`config.mk`:
```
export PLATFORM = sky130hd
export DESIGN_NAME = subword_packer
export DESIGN_NICKNAME = d
export VERILOG_FILES = /design/src/rtl/subword_pkg.sv /design/src/rtl/subword_fifo.sv /design/src/rtl/subword_packer.sv
export SDC_FILE = /design/constraint.sdc
export NUM_CORES = 1
export LEC_CHECK = 0
export ABC_AREA = 1
export BUFFER_PORTS_ARGS = -buffer_cell sky130_fd_sc_hd__buf_4
export CAP_MARGIN = 10
export CORE_ASPECT_RATIO = 0.9
export CORE_MARGIN = 2
export CORE_UTILIZATION = 54
export CTS_CLUSTER_DIAMETER = 80
export CTS_CLUSTER_SIZE = 10
export DETAILED_ROUTE_END_ITERATION = 8
export MAX_ROUTING_LAYER = met4
export PLACE_DENSITY = 0.76
export SLEW_MARGIN = 20
export SYNTH_ARGS = -nofsm -noshare
export SYNTH_HDL_FRONTEND = slang
export SYNTH_HIERARCHICAL = 1
export SYNTH_SLANG_ARGS = --single-unit
```
`constraint.sdc`:
```
create_clock -name clk -period 2.45 [get_ports clk]
set_input_delay 0.1225 -clock clk [delete_from_list [all_inputs] [get_ports clk]]
set_output_delay 0.1225 -clock clk [all_outputs]
set_load 0.05 [all_outputs]
```
`src/rtl/subword_pkg.sv`:
```
// -----------------------------------------------------------------------------
// subword_pkg
//
// Shared definitions for the subword packing stage: word geometry, the lane
// index type and the FIFO entry layout (per-lane written mask + word data).
// -----------------------------------------------------------------------------
package subword_pkg;

    localparam int LANES  = 4;              // nibble lanes per word
    localparam int NIB_W  = 4;              // bits per lane
    localparam int WORD_W = LANES * NIB_W;  // 16-bit packed word

    // Lane index: lane k covers word bits [4k+3:4k].
    typedef logic [1:0] lane_t;

    localparam lane_t LAST_LANE = lane_t'(LANES - 1);

    // One queued word: which lanes were written, and the merged data.
    typedef struct packed {
        logic [LANES-1:0]  mask;
        logic [WORD_W-1:0] data;
    } entry_t;

endpackage : subword_pkg

```
`src/rtl/subword_fifo.sv`:
```
// -----------------------------------------------------------------------------
// subword_fifo
//
// Circular-buffer FIFO of entry_t words. Pointers wrap modulo DEPTH (DEPTH is
// a power of two, so the natural pointer rollover does the wrap). Occupancy is
// tracked by an explicit level counter so full and empty are unambiguous.
//
// Ports:
//   clk          rising-edge clock
//   rst_n        asynchronous active-low reset
//   i_push       write i_push_data at the tail (ignored while full)
//   i_push_data  entry to enqueue
//   i_pop        drop the head entry (ignored while empty)
//   o_full       level == DEPTH
//   o_empty      level == 0
//   o_head       head entry; all zeros while empty
//   o_level      current occupancy, 0..DEPTH
// -----------------------------------------------------------------------------
module subword_fifo
    import subword_pkg::*;
#(
    parameter int DEPTH = 4
) (
    input  logic                         clk,
    input  logic                         rst_n,
    input  logic                         i_push,
    input  entry_t                       i_push_data,
    input  logic                         i_pop,
    output logic                         o_full,
    output logic                         o_empty,
    output entry_t                       o_head,
    output logic [$clog2(DEPTH+1)-1:0]   o_level
);

    localparam int PTR_W = $clog2(DEPTH);
    localparam int LVL_W = $clog2(DEPTH + 1);

    logic [PTR_W-1:0] r_wr_ptr;
    logic [PTR_W-1:0] r_rd_ptr;
    logic [LVL_W-1:0] r_level;
    entry_t           r_mem [DEPTH];

    logic w_do_push;
    logic w_do_pop;

    assign o_full    = (r_level == LVL_W'(DEPTH));
    assign o_empty   = (r_level == '0);
    assign o_level   = r_level;

    assign w_do_push = i_push && !o_full;
    assign w_do_pop  = i_pop  && !o_empty;

    // NOTE: sequential state uses non-blocking assignments so every register
    // samples pre-edge values, independent of block ordering.
    always_ff @(posedge clk or negedge rst_n) begin
        if (!rst_n) begin
            r_wr_ptr <= '0;
            r_rd_ptr <= '0;
            r_level  <= '0;
        end else begin
            if (w_do_push) r_wr_ptr <= r_wr_ptr + 1'b1;
            if (w_do_pop)  r_rd_ptr <= r_rd_ptr + 1'b1;
            // Simultaneous push and pop leaves the level unchanged.
            case ({w_do_push, w_do_pop})
                2'b10:   r_level <= r_level + 1'b1;
                2'b01:   r_level <= r_level - 1'b1;
                default: r_level <= r_level;
            endcase
        end
    end

    // NOTE: storage is deliberately not reset; validity comes from the level
    // counter, and the head is forced to zero while empty.
    always_ff @(posedge clk) begin
        if (w_do_push) r_mem[r_wr_ptr] <= i_push_data;
    end

    assign o_head = o_empty ? '0 : r_mem[r_rd_ptr];

    a_level_bound : assert property (@(posedge clk) disable iff (!rst_n)
        r_level <= LVL_W'(DEPTH));

endmodule : subword_fifo

```
`src/rtl/subword_packer.sv`:
```
// -----------------------------------------------------------------------------
// subword_packer
//
// Merges nibble/byte fragments into a 16-bit word with a per-lane written
// mask. A fragment tagged in_last closes the word: the merged word (including
// that fragment) is queued in a DEPTH-entry FIFO and the accumulator clears on
// the same edge. A byte fragment aimed at the top lane keeps its low nibble,
// drops the high nibble (no wrap to lane 0) and sets the sticky err flag.
//
// Ports:
//   clk        rising-edge clock
//   rst_n      asynchronous active-low reset; discards open word and queue
//   in_valid   fragment present
//   in_ready   fragment can be accepted (FIFO not full)
//   in_data    fragment payload; only [3:0] used when in_wide=0
//   in_lane    target nibble lane
//   in_wide    1: byte write to lanes k and k+1
//   in_last    fragment closes the current word
//   out_valid  FIFO head valid
//   out_ready  consumer takes the head
//   out_data   head word (0 while empty)
//   out_mask   head per-lane written mask (0 while empty)
//   level      FIFO occupancy
//   err        sticky: a byte write overflowed past the top lane
// -----------------------------------------------------------------------------
module subword_packer
    import subword_pkg::*;
#(
    parameter int DEPTH = 4
) (
    input  logic                         clk,
    input  logic                         rst_n,
    input  logic                         in_valid,
    output logic                         in_ready,
    input  logic [7:0]                   in_data,
    input  lane_t                        in_lane,
    input  logic                         in_wide,
    input  logic                         in_last,
    output logic                         out_valid,
    input  logic                         out_ready,
    output logic [WORD_W-1:0]            out_data,
    output logic [LANES-1:0]             out_mask,
    output logic [$clog2(DEPTH+1)-1:0]   level,
    output logic                         err
);

    // Next value of the accumulator after writing one fragment. Each target
    // lane is examined on its own: it takes the low nibble when it is the
    // addressed lane, or the high nibble of a byte addressed to the lane
    // below it. Lane 0 has no lane below, which is what prevents wrap-around.
    function automatic entry_t next_acc(
        input entry_t      cur,
        input logic [7:0]  data,
        input lane_t       lane,
        input logic        wide
    );
        entry_t nxt;
        nxt = cur;
        for (int j = 0; j < LANES; j++) begin
            if (lane == lane_t'(j)) begin
                nxt.data[j*NIB_W +: NIB_W] = data[NIB_W-1:0];
                nxt.mask[j]                = 1'b1;
            end else if (wide && (j > 0) && (lane == lane_t'(j - 1))) begin
                nxt.data[j*NIB_W +: NIB_W] = data[2*NIB_W-1:NIB_W];
                nxt.mask[j]                = 1'b1;
            end
        end
        return nxt;
    endfunction

    entry_t r_acc;
    logic   r_err;

    entry_t w_merged;
    entry_t w_head;
    logic   w_accept;
    logic   w_push;
    logic   w_pop;
    logic   w_full;
    logic   w_empty;

    // NOTE: combinational logic assigns every output on every path (here via
    // continuous assigns and a function that starts from a full copy), so no
    // latch can be inferred.
    assign w_merged  = next_acc(r_acc, in_data, in_lane, in_wide);

    // in_ready looks only at the current level, never at out_ready, so a
    // full FIFO refuses input even in a cycle where it is being drained.
    assign in_ready  = !w_full;
    assign out_valid = !w_empty;

    assign w_accept  = in_valid && in_ready;
    assign w_push    = w_accept && in_last;
    assign w_pop     = out_valid && out_ready;

    always_ff @(posedge clk or negedge rst_n) begin
        if (!rst_n) begin
            r_acc <= '0;
        end else if (w_accept) begin
            // A closing fragment hands the merged word to the FIFO and starts
            // the next word from an empty accumulator.
            r_acc <= in_last ? '0 : w_merged;
        end
    end

    always_ff @(posedge clk or negedge rst_n) begin
        if (!rst_n) begin
            r_err <= 1'b0;
        end else if (w_accept && in_wide && (in_lane == LAST_LANE)) begin
            r_err <= 1'b1;
        end
    end

    assign err = r_err;

    subword_fifo #(
        .DEPTH (DEPTH)
    ) u_fifo (
        .clk         (clk),
        .rst_n       (rst_n),
        .i_push      (w_push),
        .i_push_data (w_merged),
        .i_pop       (w_pop),
        .o_full      (w_full),
        .o_empty     (w_empty),
        .o_head      (w_head),
        .o_level     (level)
    );

    assign out_data = w_head.data;
    assign out_mask = w_head.mask;

endmodule : subword_packer

```
==> impl_metrics.env, run 1 <==
export IMPL_cp_top_family="simple AND/OR/NAND/NOR gates"
export IMPL_cp_max_fo=7
export IMPL_crit_type="flip-flop to flip-flop"
export IMPL_finalCriticalPeriod_ns=1.99
export IMPL_max_cap_violations=0
export IMPL_pre_cts_ws_ns=0.461
export IMPL_grt_max_degree=43
export IMPL_dieHeight_um=99.8
export IMPL_async_flop_share=0.259
export IMPL_wl_met3_um=638
export IMPL_power_frac_comb=0.489
export IMPL_synth_area_um2=5500
export IMPL_yosys_register_bits=108
export IMPL_grtUsageTotal=0.214
export IMPL_grt_overflow_total=0
export IMPL_cts_tree="done"
export IMPL_wl_mm=10.8
export IMPL_start_util=0.563
export IMPL_synth_most_common_cell="nand2_1"
export IMPL_met2WireLength_mm=5.16
export IMPL_clk_pin_slew_ns=0.07
export IMPL_top_layer_used="met4"
export IMPL_grt_antenna_before_repair=0
export IMPL_cts_setup_buffers=0
export IMPL_pin_count=42
export IMPL_core_region_area_um2=9780
export IMPL_synthTopCellsByCount="nand2_1, inv_1, edfxtp_1"
export IMPL_layoutNonFillerInstCount=733
export IMPL_netlist_top_cells_area="edfxtp_1, dfrtp_1, nand2_1"
export IMPL_fin_hold_ws_ns=0.116
export IMPL_vdd_drop_max_mv=0.823
export IMPL_switching_share=0.442
export IMPL_slew_headroom=0.577
export IMPL_gp_congestion=0.849
export IMPL_crit_buf_inv=4
export IMPL_finalSetupTns_ns=0
export IMPL_worst_path_stages=14
export IMPL_required_ns=2.68
export IMPL_htreeDepth=3
export IMPL_drive_above_1_share=0.257
export IMPL_cp_slowest_stage_delay_ns=0.44
export IMPL_pwr_share_clk=0.194
export IMPL_reg2reg_to="u_fifo/o_level[2]$_DFFE_PN0P_"
export IMPL_num_rows=34
export IMPL_rsz0062_at_grt="false"
export IMPL_die_w_um=110
export IMPL_ys_types=26
export IMPL_layout_setup_ws_ns=0.460
export IMPL_clkLatencyLatePin_ns=0.34
export IMPL_power_density_nw_per_um2=1250
export IMPL_nNetsFinal=625
export IMPL_grt_pass1_vias=3576
export IMPL_wl_met1_mm=4.87
export IMPL_leakage_uw=0.00287
export IMPL_dp_hpwl_mm=7.05
export IMPL_critPathSlowestCell="dfrtp_2"
export IMPL_hold_viol=0
export IMPL_cts_buffers=9
export IMPL_power_total_uw=7800
export IMPL_worst_hold_path_num_cells=5
export IMPL_min_to="r_acc[15]$_DFFE_PN0P_"
export IMPL_grt_pass1_wl_mm=17.8
export IMPL_synth_edf_count=80
export IMPL_clock_sinks=108
export IMPL_viasPerCell=5.07
export IMPL_avgSynthCellArea_um2=9.71
export IMPL_hold_buffers=1
export IMPL_setup_worst_path_start="u_fifo/o_level[0]$_DFFE_PN0P_"
export IMPL_ys_flop_type="edfxtp_1"
export IMPL_r2r_cells=14
export IMPL_reg2reg_slack_ns=0.46
export IMPL_vias=3716
export IMPL_intPower_uw=4350
export IMPL_r2r_start="u_fifo/o_level[0]$_DFFE_PN0P_"
export IMPL_arrival_ns=2.22
export IMPL_skew_ns=0.00657
export IMPL_root_buffer="clkbuf_16"
export IMPL_synth_top_area_frac=0.436
export IMPL_p_sw_uw=3450
export IMPL_synth_warnings=6
export IMPL_fin_crit_sh=0.812
export IMPL_cts_max_path_buffers=2
export IMPL_cp_cell_sequence="inv_4 -> nand3_4 -> inv_2 -> clkinvlp_4 -> nand2_2 -> nor2_4 -> nand2_4 -> ha_4 -> inv_2 -> fa_2 -> nand2_1 -> nand3_1 -> nand2_1 -> nand2_1"
export IMPL_ant_nets=0
export IMPL_min_from="in_data[3]"
export IMPL_cts_resized=0
export IMPL_startpoint_type="flip-flop"
export IMPL_fmax_ghz=0.503
export IMPL_status="finished clean"
export IMPL_hold_class="primary input to flip-flop"
export IMPL_drc=0
export IMPL_numPlacedInstances=717
export IMPL_antennaDiodeCount=0
export IMPL_drv_slew=0
export IMPL_synth_cells=567
export IMPL_drt_iter0_markers=192
export IMPL_cp_end_kind="flip-flop"
export IMPL_area_growth_pct=13.3
export IMPL_worstMarginPinSlew_ns=0.633
export IMPL_synth_nets=589
export IMPL_synth_area_leader_cell="edfxtp_1"
export IMPL_p_seq_frac=0.317
export IMPL_die_area_um2=11000
export IMPL_drt_pass1_iterations=4
export IMPL_port_buffers=41
export IMPL_setup_viol_count_final=0
export IMPL_wl_per_cell_um=14.8
export IMPL_ys_seq_area_frac=0.564
export IMPL_crit_top_cell="nand2_1"
==> logic make-up (layout without fill, tap and decap cells) <==
logic type | after synthesis | in the layout | synth area share
AND/OR/NAND/NOR | 265 | 265 | 0.247
flip-flops | 108 | 108 | 0.564
adder cells (fa/ha/maj) | 6 | 6 | 0.0150
buffers and inverters | 147 | 187 | 0.122
AO/OA/AOI/OAI | 39 | 39 | 0.0498
XOR/XNOR | 2 | 2 | 0.00318
==> per-stage QoR <==
stage | instance area [µm²] | util
2_1_floorplan | 5600 | -
3_3_place_gp | 5910 | 0.604
3_5_place_dp | 5910 | 0.604
4_1_cts | 6230 | 0.637
5_1_grt | 6230 | 0.637
6_report | 6230 | 0.637
==> power groups by stage <==
stage / Combinational [µW] / Clock [µW] / Sequential [µW]
floorplan: 2940 / 0 / 2580
global placement: 3760 / 0 / 2500
detailed placement: 3840 / 0 / 2510
CTS: 3850 / 1530 / 2470
global route: 4110 / 1610 / 2500
finish: 3820 / 1510 / 2470
==> area by class of cell <==
cell class | instances | area (µm²)
tap | 126 | 158
fill | 759 | 3550
timing repair buffer | 49 | 370
clock inverter | 6 | 90.1
sequential | 108 | 3110
clock buffer | 9 | 225
multi-input combinational | 312 | 1810
inverter | 123 | 478
==> flip-flops by register name, summed over array words and instances (netlist names) <==
name,flops
u_fifo/r_wr_ptr,2
u_fifo/r_rd_ptr,2
err,1
u_fifo/r_mem,80
r_acc,20
u_fifo/o_level,3
==> worst max path at each step <==
stage	end
2_1_floorplan	u_fifo/o_level[1]$_DFFE_PN0P_
3_3_place_gp	u_fifo/o_level[2]$_DFFE_PN0P_
3_5_place_dp	u_fifo/o_level[2]$_DFFE_PN0P_
4_1_cts	u_fifo/o_level[2]$_DFFE_PN0P_
5_1_grt	u_fifo/o_level[2]$_DFFE_PN0P_
6_report	u_fifo/o_level[2]$_DFFE_PN0P_
==> metal layers <==
metal  up-vias  track usage
li1       1868            -
met1      1751        0.276
met2        81        0.349
met3        16       0.0393
met4         0       0.0712
met5         -            -
==> cell usage in the layout, fill, tap and decap left out, types with 2 or more instances in the layout <==
master      Yosys  layout
nand2_1       133     131
inv_1         118     113
edfxtp_1       80      80
nand3_1        53      52
buf_4           7      48
nand3_2        26      26
dfrtp_1        28      25
nand2_2        21      22
a21oi_2        19      19
nand4_1         9       9
clkbuf_16       0       9
nor2_4          3       8
and2_1          8       8
o21ai_1         6       7
nor2_1         11       6
o21ai_0         7       6
inv_4           3       5
a31oi_1         4       4
inv_2           2       4
ha_1            5       4
dfrtp_2         0       3
clkinvlp_4      0       2
a21oi_1         2       2
bufinv_16       0       2
clkinv_4        0       2
xnor2_1         2       2
==> worst reg2reg max path, stage by stage, from the launching register on <==
cell	delay [ns]
dfrtp_2	0.44
inv_4	0.10
nand3_4	0.10
inv_2	0.08
clkinvlp_4	0.08
nand2_2	0.10
nor2_4	0.05
nand2_4	0.15
ha_4	0.16
inv_2	0.04
fa_2	0.33
nand2_1	0.09
nand3_1	0.07
nand2_1	0.06
nand2_1	0.04
Power figures use the tool's default switching activity.
==> run 2: changes to the inputs <==
- CORE_UTILIZATION: 54 -> 58
- PLACE_DENSITY: 0.76 -> 0.77
- clock period: 2.45 -> 2 ns (I/O delays scaled with it)
==> run 2 against run 1 <==
Critical path depth is 9 lower. Global-route usage increased by 2.4 points. Clock skew grew 0.0021 ns. Clock power down 21%. Via count grew 3.8%. Final cell count up 0.55%. Die area is 6.6% lower. Hold slack lost 0.049 ns. Largest cell class unchanged. Design area shrank 0.66%. Critical path type is now flip-flop to primary output.
==> impl_metrics.env, run 2 (synthesized netlist as in run 1, its figures left out) <==
export IMPL_status="finished clean"
export IMPL_wl_per_cell_um=15.0
export IMPL_htreeDepth=3
export IMPL_dp_hpwl_mm=7.50
export IMPL_fmax_ghz=0.521
export IMPL_nNetsFinal=632
export IMPL_hold_class="primary input to flip-flop"
export IMPL_gp_congestion=0.876
export IMPL_drt_pass1_iterations=5
export IMPL_root_buffer="clkbuf_8"
export IMPL_pin_count=42
export IMPL_pwr_share_clk=0.133
export IMPL_startpoint_type="flip-flop"
export IMPL_num_rows=33
export IMPL_power_density_nw_per_um2=1460
export IMPL_grt_overflow_total=0
export IMPL_vdd_drop_max_mv=0.696
export IMPL_viasPerCell=5.23
export IMPL_die_area_um2=10300
export IMPL_vias=3857
export IMPL_drc=0
export IMPL_leakage_uw=0.00285
export IMPL_grtUsageTotal=0.238
export IMPL_fillCellCount=705
export IMPL_cp_max_fo=7
export IMPL_pre_cts_ws_ns=0.101
export IMPL_start_util=0.600
export IMPL_setup_viol_count_final=0
export IMPL_worstMarginPinSlew_ns=0.615
export IMPL_cts_buffers=9
export IMPL_core_region_area_um2=9170
export IMPL_ff_latch_area_um2=3110
export IMPL_grt_pass1_wl_mm=17.9
export IMPL_cts_tree="done"
export IMPL_power_frac_comb=0.533
export IMPL_fin_crit_sh=0.960
export IMPL_final_common_cell="nand2_1"
export IMPL_layout_setup_ws_ns=0.0791
export IMPL_top_register="u_fifo/r_mem"
export IMPL_clk_pin_slew_ns=0.09
export IMPL_finalCriticalPeriod_ns=1.92
export IMPL_grt_antenna_before_repair=0
export IMPL_arrival_ns=1.82
export IMPL_cp_end_kind="primary output"
export IMPL_crit_type="flip-flop to primary output"
export IMPL_clock_sinks=108
export IMPL_drt_iter0_markers=245
export IMPL_max_cap_violations=0
export IMPL_final_core_utilization=0.676
export IMPL_clkLatencyLatePin_ns=0.37
export IMPL_hold_viol=0
export IMPL_wl_mm=11.1
export IMPL_drv_slew=0
export IMPL_die_w_um=107
export IMPL_required_ns=1.90
export IMPL_drive_above_1_share=0.265
export IMPL_finalSetupTns_ns=0
export IMPL_p_sw_uw=4260
export IMPL_p_seq_frac=0.334
export IMPL_rsz0062_at_grt="false"
export IMPL_largest_register_ffs=80
export IMPL_port_buffers=41
export IMPL_switching_share=0.471
export IMPL_multi_input_area_um2=1810
export IMPL_dieHeight_um=96.4
export IMPL_skew_ns=0.00863
export IMPL_intPower_uw=4790
export IMPL_ant_nets=0
export IMPL_grt_max_degree=42
export IMPL_most_common_layout_cells="nand2_1, inv_1, edfxtp_1, nand3_1, buf_4"
export IMPL_area_growth_pct=12.5
export IMPL_slew_headroom=0.588
export IMPL_antennaDiodeCount=0
export IMPL_grt_pass1_vias=3607
export IMPL_cts_max_path_buffers=2
run 2: cell count changes in the layout (fill, tap and decap cells not counted), sizes merged:
| cell | delta |
|---|---|
| clkinv | +1 |
| buf | +7 |
| clkbuf | +1 |
| inv | +1 |
| bufinv | -2 |
run 2: layout make-up:
type | count | share of cell area
Multi-Input combinational cell | 312 | 0.292
Timing Repair Buffer | 56 | 0.0764
Clock buffer | 10 | 0.0206
Inverter | 123 | 0.0772
Clock inverter | 6 | 0.00788
Tap cell | 122 | 0.0246
Sequential cell | 108 | 0.502
run 2: final timing paths:
check | slack, ns | end | cells after the start | start
hold / removal | 0.07 | r_acc[15]$_DFFE_PN0P_ | 5 | in_data[3]
setup reg to reg | 0.09 | u_fifo/o_level[1]$_DFFE_PN0P_ | 11 | u_fifo/o_level[2]$_DFFE_PN0P_
hold reg to reg | 0.49 | r_acc[7]$_DFFE_PN0P_ | 2 | r_acc[7]$_DFFE_PN0P_
setup / recovery | 0.08 | out_data[7] | 5 | u_fifo/r_rd_ptr[1]$_DFFE_PN0P_
min in group asynchronous | 0.24 | u_fifo/r_rd_ptr[0]$_DFFE_PN0P_ | 2 | rst_n
max in group asynchronous | 1.47 | u_fifo/o_level[0]$_DFFE_PN0P_ | 2 | rst_n
run 2: metal layers:
metal,wire length (µm),GRT usage,share of wire,up-vias
li1,-,-,-,1878
met1,4880,0.299,0.44,1854
met2,5580,0.407,0.50,108
met3,474,0.0369,0.043,17
met4,151,0.0703,0.014,0
met5,0,-,0,-
run 2: worst max-delay path: stages, from the launching register on:
cell,delay [ns]
dfrtp_1,0.40
inv_1,0.29
buf_4,0.27
nand3_2,0.10
a21oi_2,0.17
buf_4,0.22
run 2: timing repair:
item,4_1_cts,5_1_grt
setup buffers,0,2
hold buffers,1,0
gates resized for setup,0,1
endpoints found under the setup margin,0,1
hold endpoints to repair,28,0
run 2: power groups by stage:
stage / Combinational (µW) / Clock (µW) / Sequential (µW)
floorplan: 3600 / 0 / 3160
global placement: 4660 / 0 / 3060
detailed placement: 4790 / 0 / 3080
CTS: 4800 / 1220 / 3030
global route: 5180 / 1300 / 3050
finish: 4820 / 1200 / 3020
run 2: through the flow:
stage                     std cells  hold slack (ns)  instance area, µm²  total power [µW]
final                           737           0.0669                6190              9040
after global routing            737           0.0987                6190              9540
after CTS                       735           0.0609                6180              9050
after detailed placement        718           0.0454                5990              7860
after global placement          718           0.0383                5990              7720
after floorplan                 567           -0.196                5600              6760
